--- src/rtl/ram_burst_writer.sv ---
// Burst writer: accepts a valid/ready word stream and writes it into an internal
// RAM from a programmable base address, wrapping at the top; async read port.
module ram_burst_writer #(
   parameter int DATA_WIDTH = 8,
   parameter int ADDR_WIDTH = 3
) (
   input  logic                  clk,
   input  logic                  rst_n,
   input  logic                  start,
   input  logic [ADDR_WIDTH-1:0] base_addr,
   input  logic [ADDR_WIDTH:0]   len,
   input  logic [DATA_WIDTH-1:0] in_data,
   input  logic                  in_valid,
   output logic                  in_ready,
   output logic                  busy,
   output logic                  done,
   output logic [ADDR_WIDTH:0]   wr_count,
   input  logic [ADDR_WIDTH-1:0] rd_addr,
   output logic [DATA_WIDTH-1:0] rd_q
);

   localparam int DEPTH = 1 << ADDR_WIDTH;

   typedef enum logic [1:0] {IDLE, WRITE, DONE} state_t;

   state_t                state, state_nxt;
   logic [ADDR_WIDTH-1:0] wr_ptr, wr_ptr_nxt;
   logic [ADDR_WIDTH:0]   remaining, remaining_nxt;
   logic [ADDR_WIDTH:0]   wr_count_nxt;
   logic                  wr_en;
   logic [DATA_WIDTH-1:0] mem [DEPTH];

   always_comb begin
      state_nxt     = state;
      wr_ptr_nxt    = wr_ptr;
      remaining_nxt = remaining;
      wr_count_nxt  = wr_count;
      wr_en         = 1'b0;
      in_ready      = 1'b0;
      busy          = 1'b0;
      done          = 1'b0;
      case (state)
         IDLE: begin
            if (start) begin
               wr_count_nxt = '0;
               if (len != '0) begin
                  wr_ptr_nxt    = base_addr;
                  remaining_nxt = len;
                  state_nxt     = WRITE;
               end else begin
                  state_nxt = DONE;
               end
            end
         end
         WRITE: begin
            in_ready = 1'b1;
            busy     = 1'b1;
            if (in_valid) begin
               wr_en         = 1'b1;
               wr_ptr_nxt    = wr_ptr + ADDR_WIDTH'(1);
               remaining_nxt = remaining - (ADDR_WIDTH+1)'(1);
               wr_count_nxt  = wr_count + (ADDR_WIDTH+1)'(1);
               if (remaining == (ADDR_WIDTH+1)'(1))
                  state_nxt = DONE;
            end
         end
         DONE: begin
            busy      = 1'b1;
            done      = 1'b1;
            state_nxt = IDLE;
         end
         default: state_nxt = IDLE;
      endcase
   end

   always_ff @(posedge clk) begin
      if (!rst_n) begin
         state     <= IDLE;
         wr_ptr    <= '0;
         remaining <= '0;
         wr_count  <= '0;
      end else begin
         state     <= state_nxt;
         wr_ptr    <= wr_ptr_nxt;
         remaining <= remaining_nxt;
         wr_count  <= wr_count_nxt;
      end
   end

   // Memory is never cleared; a reset edge suppresses the write it would abort.
   always_ff @(posedge clk) begin
      if (wr_en && rst_n)
         mem[wr_ptr] <= in_data;
   end

   assign rd_q = mem[rd_addr];

endmodule
--- config.mk ---
export PLATFORM = sky130hd
export DESIGN_NAME = ram_burst_writer
export DESIGN_NICKNAME = d
export VERILOG_FILES = /design/src/rtl/ram_burst_writer.sv
export SDC_FILE = /design/constraint.sdc
export NUM_CORES = 1
export LEC_CHECK = 0
export BUFFER_PORTS_ARGS = -buffer_cell sky130_fd_sc_hd__buf_4
export CAP_MARGIN = 10
export CORE_MARGIN = 2
export CORE_UTILIZATION = 35
export DETAILED_ROUTE_END_ITERATION = 8
export SLEW_MARGIN = 20
export SYNTH_ARGS = -nofsm -noshare
export SYNTH_HDL_FRONTEND = slang
export SYNTH_SLANG_ARGS = --single-unit
export TNS_END_PERCENT = 10
--- constraint.sdc ---
create_clock -name clk -period 6.2 [get_ports clk]
set_clock_uncertainty 0.2 [all_clocks]
set_input_delay 0.31 -clock clk [delete_from_list [all_inputs] [get_ports clk]]
set_output_delay 0.31 -clock clk [all_outputs]
set_load 0.01 [all_outputs]
== Word-level counts from Yosys, hierarchy flattened ==
Memories as Yosys holds them, arrays and structs flattened.
Index checks and enable logic that the tools add are counted.
Widths: inputs -> output; s select.

* Bits in writable memories: 64
* Word-level logic and storage cells: 46
* Bits of input ports: 22
* Flip-flop bits (word level): 13
* Memories kept: 1
* Output and inout bits: 15

* Add/subtract/negate cells: 3
* Multiplexer cells: 23
* Equal/unequal tests: 7
* Reduce and logical (&&, ||, !) cells: 8

{| class="wikitable"
|+ Memories
! memory !! depth !! width !! rd ports !! clocked after Yosys merged registers in !! write ports !! RTL line !! text
|-
| mem || 8 || 8 || 1 || 0 || 1 || 31 || <nowiki>logic [DATA_WIDTH-1:0] mem [DEPTH];</nowiki>
|}

{| class="wikitable"
|+ Operators by type and width
! kind !! count
|-
| $mux 4 || 5
|-
| $pmux 4 s2 || 2
|-
| $mux 3 || 3
|-
| $mux 2 || 4
|-
| $ne 2x2->1 const B || 4
|-
| $mux 1 || 7
|-
| $pmux 3 s2 || 1
|-
| $reduce_and 3->1 || 2
|-
| $add 4x1->4 const B || 1
|-
| $eq 4x1->1 const B || 1
|-
| $pmux 2 s2 || 1
|-
| $reduce_and 4->1 || 1
|-
| $reduce_bool 4->1 || 1
|-
| $sub 4x1->4 const B || 1
|-
| $add 3x1->3 const B || 1
|-
| $eq 2x1->1 const B || 1
|-
| $eq 2x2->1 const B || 1
|-
| $logic_not 2->1 || 1
|-
| $reduce_bool 2->1 || 1
|-
| $reduce_or 2->1 || 1
|-
| $logic_and 1x1->1 || 1
|}

== Longest topological paths before layout ==
* Depth in word-level cells: 5
* Depth in mapped cells: 9

== Least setup slack after synthesis ==
OpenSTA, ideal clock, no wires.

* Path kind: reg2reg
* Start point: register state[1]
* End point: memory mem[1][0] (enable)
* Library setup time: 0.383 ns
* Path slack: 3.543 ns
* Stages on the path, launching flop included: 7
* Period minus slack after synthesis: 2.657 ns
* Arrival: 2.074 ns
* Path buffers: 2
* Path through: dfxtp_1 > inv_1 > ha_1 > clkbuf_1 > clkbuf_1 > nand4_1 > nor3_1

* Word-level cells in the longest chain between the ends: 5

{| class="wikitable"
|+ Ends and longest elaborated chain
! item !! RTL line !! text
|-
| start, declared || 26 || <nowiki>state_t state, state_nxt;</nowiki>
|-
| start signal, assigned || 83 || <nowiki>state <= state_nxt;</nowiki>
|-
| $eq 2x1->1 || 42 || <nowiki>case (state)</nowiki>
|-
| $mux 1 || 42 ||
|-
| $logic_and 1x1->1 || 92 || <nowiki>if (wr_en && rst_n)</nowiki>
|-
| $mux 1 || 92 ||
|-
| $mux 1 (not written as such) || 93 || <nowiki>mem[wr_ptr] <= in_data;</nowiki>
|-
| end, declared || 31 ||
|}

Every way passes these cells.

== Worst setup path after layout ==
* Start point: register state[1]
* End point: memory mem[6][4] (enable)

The elaborated chain is that of the path after synthesis.

==> summary by stage <==
Status
The run finished with clean final reports.

GRT
The via count of the first global-routing pass is 1885. Entering global routing, the biggest net connects 25 pins. The initial antenna violation count was 0. Global routing used 13.31% of the available tracks. The total congestion overflow after global routing is 0. The first global-routing pass estimated 10010 um of wire.

Critical path
The critical path starts at state[1]. The kind of end point of the critical path is a register. The class of the most critical setup path is reg2reg.

The slack of the worst reg-to-reg path is between 3000 and 4000 ps. On the worst path, the slowest cell contributes a delay of 700 ps. Data on the critical path is required at its endpoint by ~6000 ps. The launch point of the worst reg-to-reg path is state[1]. The critical path launch point type is a register. The maximum fanout count along the critical path is 24.

The data arrival time at the worst-slack endpoint is approximately 2800 ps. The largest individual stage delay along the critical path comes from the cell nor2_1. The signal on the critical path passes through inv_1, ha_1, nand3_1, or2_2, nor2_1.

Yosys
The number of instances in the synthesized netlist is 206. The top cell type by area accounts for 57.94% of the synthesized area. Yosys printed 0 warnings. The leading area contributor after synthesis is edfxtp_1. Yosys mapped a number of flops with a built-in enable equal to 64. The mean instance size in the synthesized netlist is approximately 16 sq um. Synthesis instantiated 44 different standard cells from the library. Sorting the synthesized cells by area gives the leading types as edfxtp_1 (58%), mux4_2 (11%), dfxtp_1 (7.8%), mux2_2 (2.7%), ha_1 (2.6%). After synthesis, the share of flip-flops with an asynchronous set or reset is 0%. The dominant register cell in the synthesized netlist is edfxtp_1. The proportion of synthesized chip area in sequential cells is 65.79%.

The count of state elements after synthesis is 77. The summed instance area of the synthesized netlist is 0.003317 sq mm. The net count of the mapped netlist is 235.

Timing
The count of final hold-check violations came to 0. After layout, the worst path uses 48.43% of the clock period. The sum of negative setup slack is 0 ps. Setup violations remaining at the end of the flow were counted as 0. The actual transition at the worst max-transition pin is 909.8 ps. Static timing analysis puts the maximum clock frequency at 333.0 MHz.

The normalized max-slew margin is 39.12%. The worst path in the final design needs a cycle of around 3000 ps, including I/O delays and setup. Setup repair after global routing left no endpoint under its margin.

The count of final max-slew check failures is 0.

Route
The detailed-routing iteration count for the pre-antenna-repair pass is 4. The final antenna-violating net count is 0. The routed wire length per instance is 17.12 um. The ratio of routed vias to standard cells is 5.251.

For this block, the via count after detailed routing is 1922. The initial DRC count is 94. The post-route DRC violation count is 0. The aggregate routed wire length is 6267 um.

Power and ir drop
The switching share of power is 30.77%. The internal cell power is a little under 0.9 mW. The share of total power dissipated in combinational logic is ~22%. In this run, the clock network consumes 28.5% of the power. Sequential cells burn between 40% and 50% of the power.

For this design the static power due to leakage is 1.342 nW. Total power for the finished layout comes to 1.267 mW. VDD sags by at most 0.0001868 V. Dividing total power by cell area gives a power density of between 300 and 400 mW/mm^2. For this design the total switching power over the nets is 0.3899 mW.

Floorplanning
The floorplan core area is 0.009196 sq mm. Pin placement for this block handled 37 I/O pins. In this run the core area contains 35 standard-cell rows. The floorplan step defined a die boundary enclosing slightly above 0.01 sq mm. The starting density of the core is 36.07%. The die is 101.4 um wide.

The die span in y is just over 100 um.

Place
Once detailed placement completed, the half-perimeter wirelength came to 4125 um. At the end of routability-driven placement, the weighted congestion stood at 0.7791. The placed instances occupy a cell area of 0.003671 sq mm.

The total of buffers placed on input and output ports is 36.

Cells and area
Cells with a size suffix above 1 make up 32.16% of the layout. The count of inserted antenna diode cells is 0. The number of nets in the layout is 279. The final design area excluding fillers is 0.003945 sq mm.

Compared with the post-synthesis result, the final layout area differs by 18.94%.

CTS
TritonCTS built the clock tree. The tree is rooted in a clkbuf_8. The number of clock buffers inserted by TritonCTS is 9.

Buffers added to address setup during post-CTS repair amount to 0. The later pin in the worst-skew pair is clocked with a latency of 360 ps. The number of clock sinks is between 70 and 80. The clock passes through at most 2 buffers. The H-tree was split into 3 levels.

The clock transition at the registers of the reported paths is 90 ps.

Flow run
The tool flagged a number of max-cap violations equal to 0.

Hold path
The min-delay analysis places its worst path in the category in2reg. The startpoint identified for the worst hold timing path is len[0].
final cells by class:
cell class / count / area (sq um)
Tap cell: 111 / 138.9
Inverter: 8 / 30.03
Sequential cell: 77 / 2182
Clock inverter: 7 / 65.06
Multi-Input combinational cell: 109 / 1047
Timing Repair Buffer: 45 / 357.8
Fill cell: 837 / 5251
Clock buffer: 9 / 123.9
worst max-delay path, delay by kind of cell (launching register included):
family | cells | cell delay [ps]
DFF | 1 | 330
buffers and inverters | 1 | 80
and+or+nand+nor | 3 | 1320
adders and majority gates | 1 | 690
kinds of logic after synthesis:
kind of cell,share of synthesized area (%)
buffers and inverters,2.791
and+or+nand+nor,7.846
muxes,14.18
xor gates and xnor gates,0.2641
adders and majority gates,2.640
AOI/OAI and AO/OA,6.489
DFF,65.79
per-stage QoR:
step	utilization (%)	hold WS [ps]	worst slack (ps)	cells
3_3_place_gp	39.92	274.3	3141	342
2_1_floorplan	-	208.9	3543	206
5_1_grt	42.90	89.72	2966	366
6_report	42.90	63.16	3197	366
3_5_place_dp	39.92	279.1	3060	342
4_1_cts	42.84	52.67	3032	366
per-layer routing:
layer	routed length [um]	GRT usage, %	vias to the layer above
li1	-	-	902
met3	324	3.796	11
met2	3018	20.17	60
met4	116	5.717	0
met5	0	0	-
met1	2807	18.02	949
path summary, 6_finish.rpt:
check / to / depth (start not counted)
worst max-delay path: mem[6][4] / 5
worst min-delay path: remaining[0] / 3
worst max register to register: mem[6][4] / 5
worst min register to register: wr_count[3] / 1
cells in the mapped netlist, types with 2 or more instances:
cell,n
edfxtp_1,64
clkbuf_1,6
nor2b_1,7
or3_1,2
a211oi_1,2
a21oi_1,5
mux4_2,16
inv_1,8
o311ai_0,3
buf_6,2
o21ai_1,2
nor3_1,3
dfxtp_1,13
nor2_1,13
ha_1,7
or2_1,2
nand4_1,2
mux2_2,8
o211ai_1,4
o21ai_0,2
mux2i_1,2
nand3_1,2
buf_1,2
buf_2,2
o31ai_1,4
nand2_1,5
state kept, by name, summed over array words and instances, names as in the netlist:
signal	cells
state	2
mem	64
wr_ptr	3
wr_count	4
remaining	4
layout by cell type, fill, tap and decap left out, types with 7 or more instances in the layout:
master	Yosys	routed
edfxtp_1	64	64
buf_4	0	37
mux4_2	16	16
nor2_1	13	13
dfxtp_1	13	13
clkbuf_8	0	9
inv_1	8	8
mux2_2	8	8
dlygate4sd3_1	0	8
nor2b_1	7	7
ha_1	7	7
power by group through the flow:
stage	registers, mW	logic, mW	clock network, mW
floorplan	0.629	0.214	0
global placement	0.636	0.276	0
detailed placement	0.636	0.278	0
CTS	0.624	0.283	0.371
global route	0.631	0.318	0.391
finish	0.625	0.281	0.361
repair_timing:
item,4_1_cts,5_1_grt
gates resized for setup,0,0
hold buffers,8,0
endpoints found under the setup margin,0,0
endpoints found under the hold margin,59,0
Power figures use the tool's default switching activity.
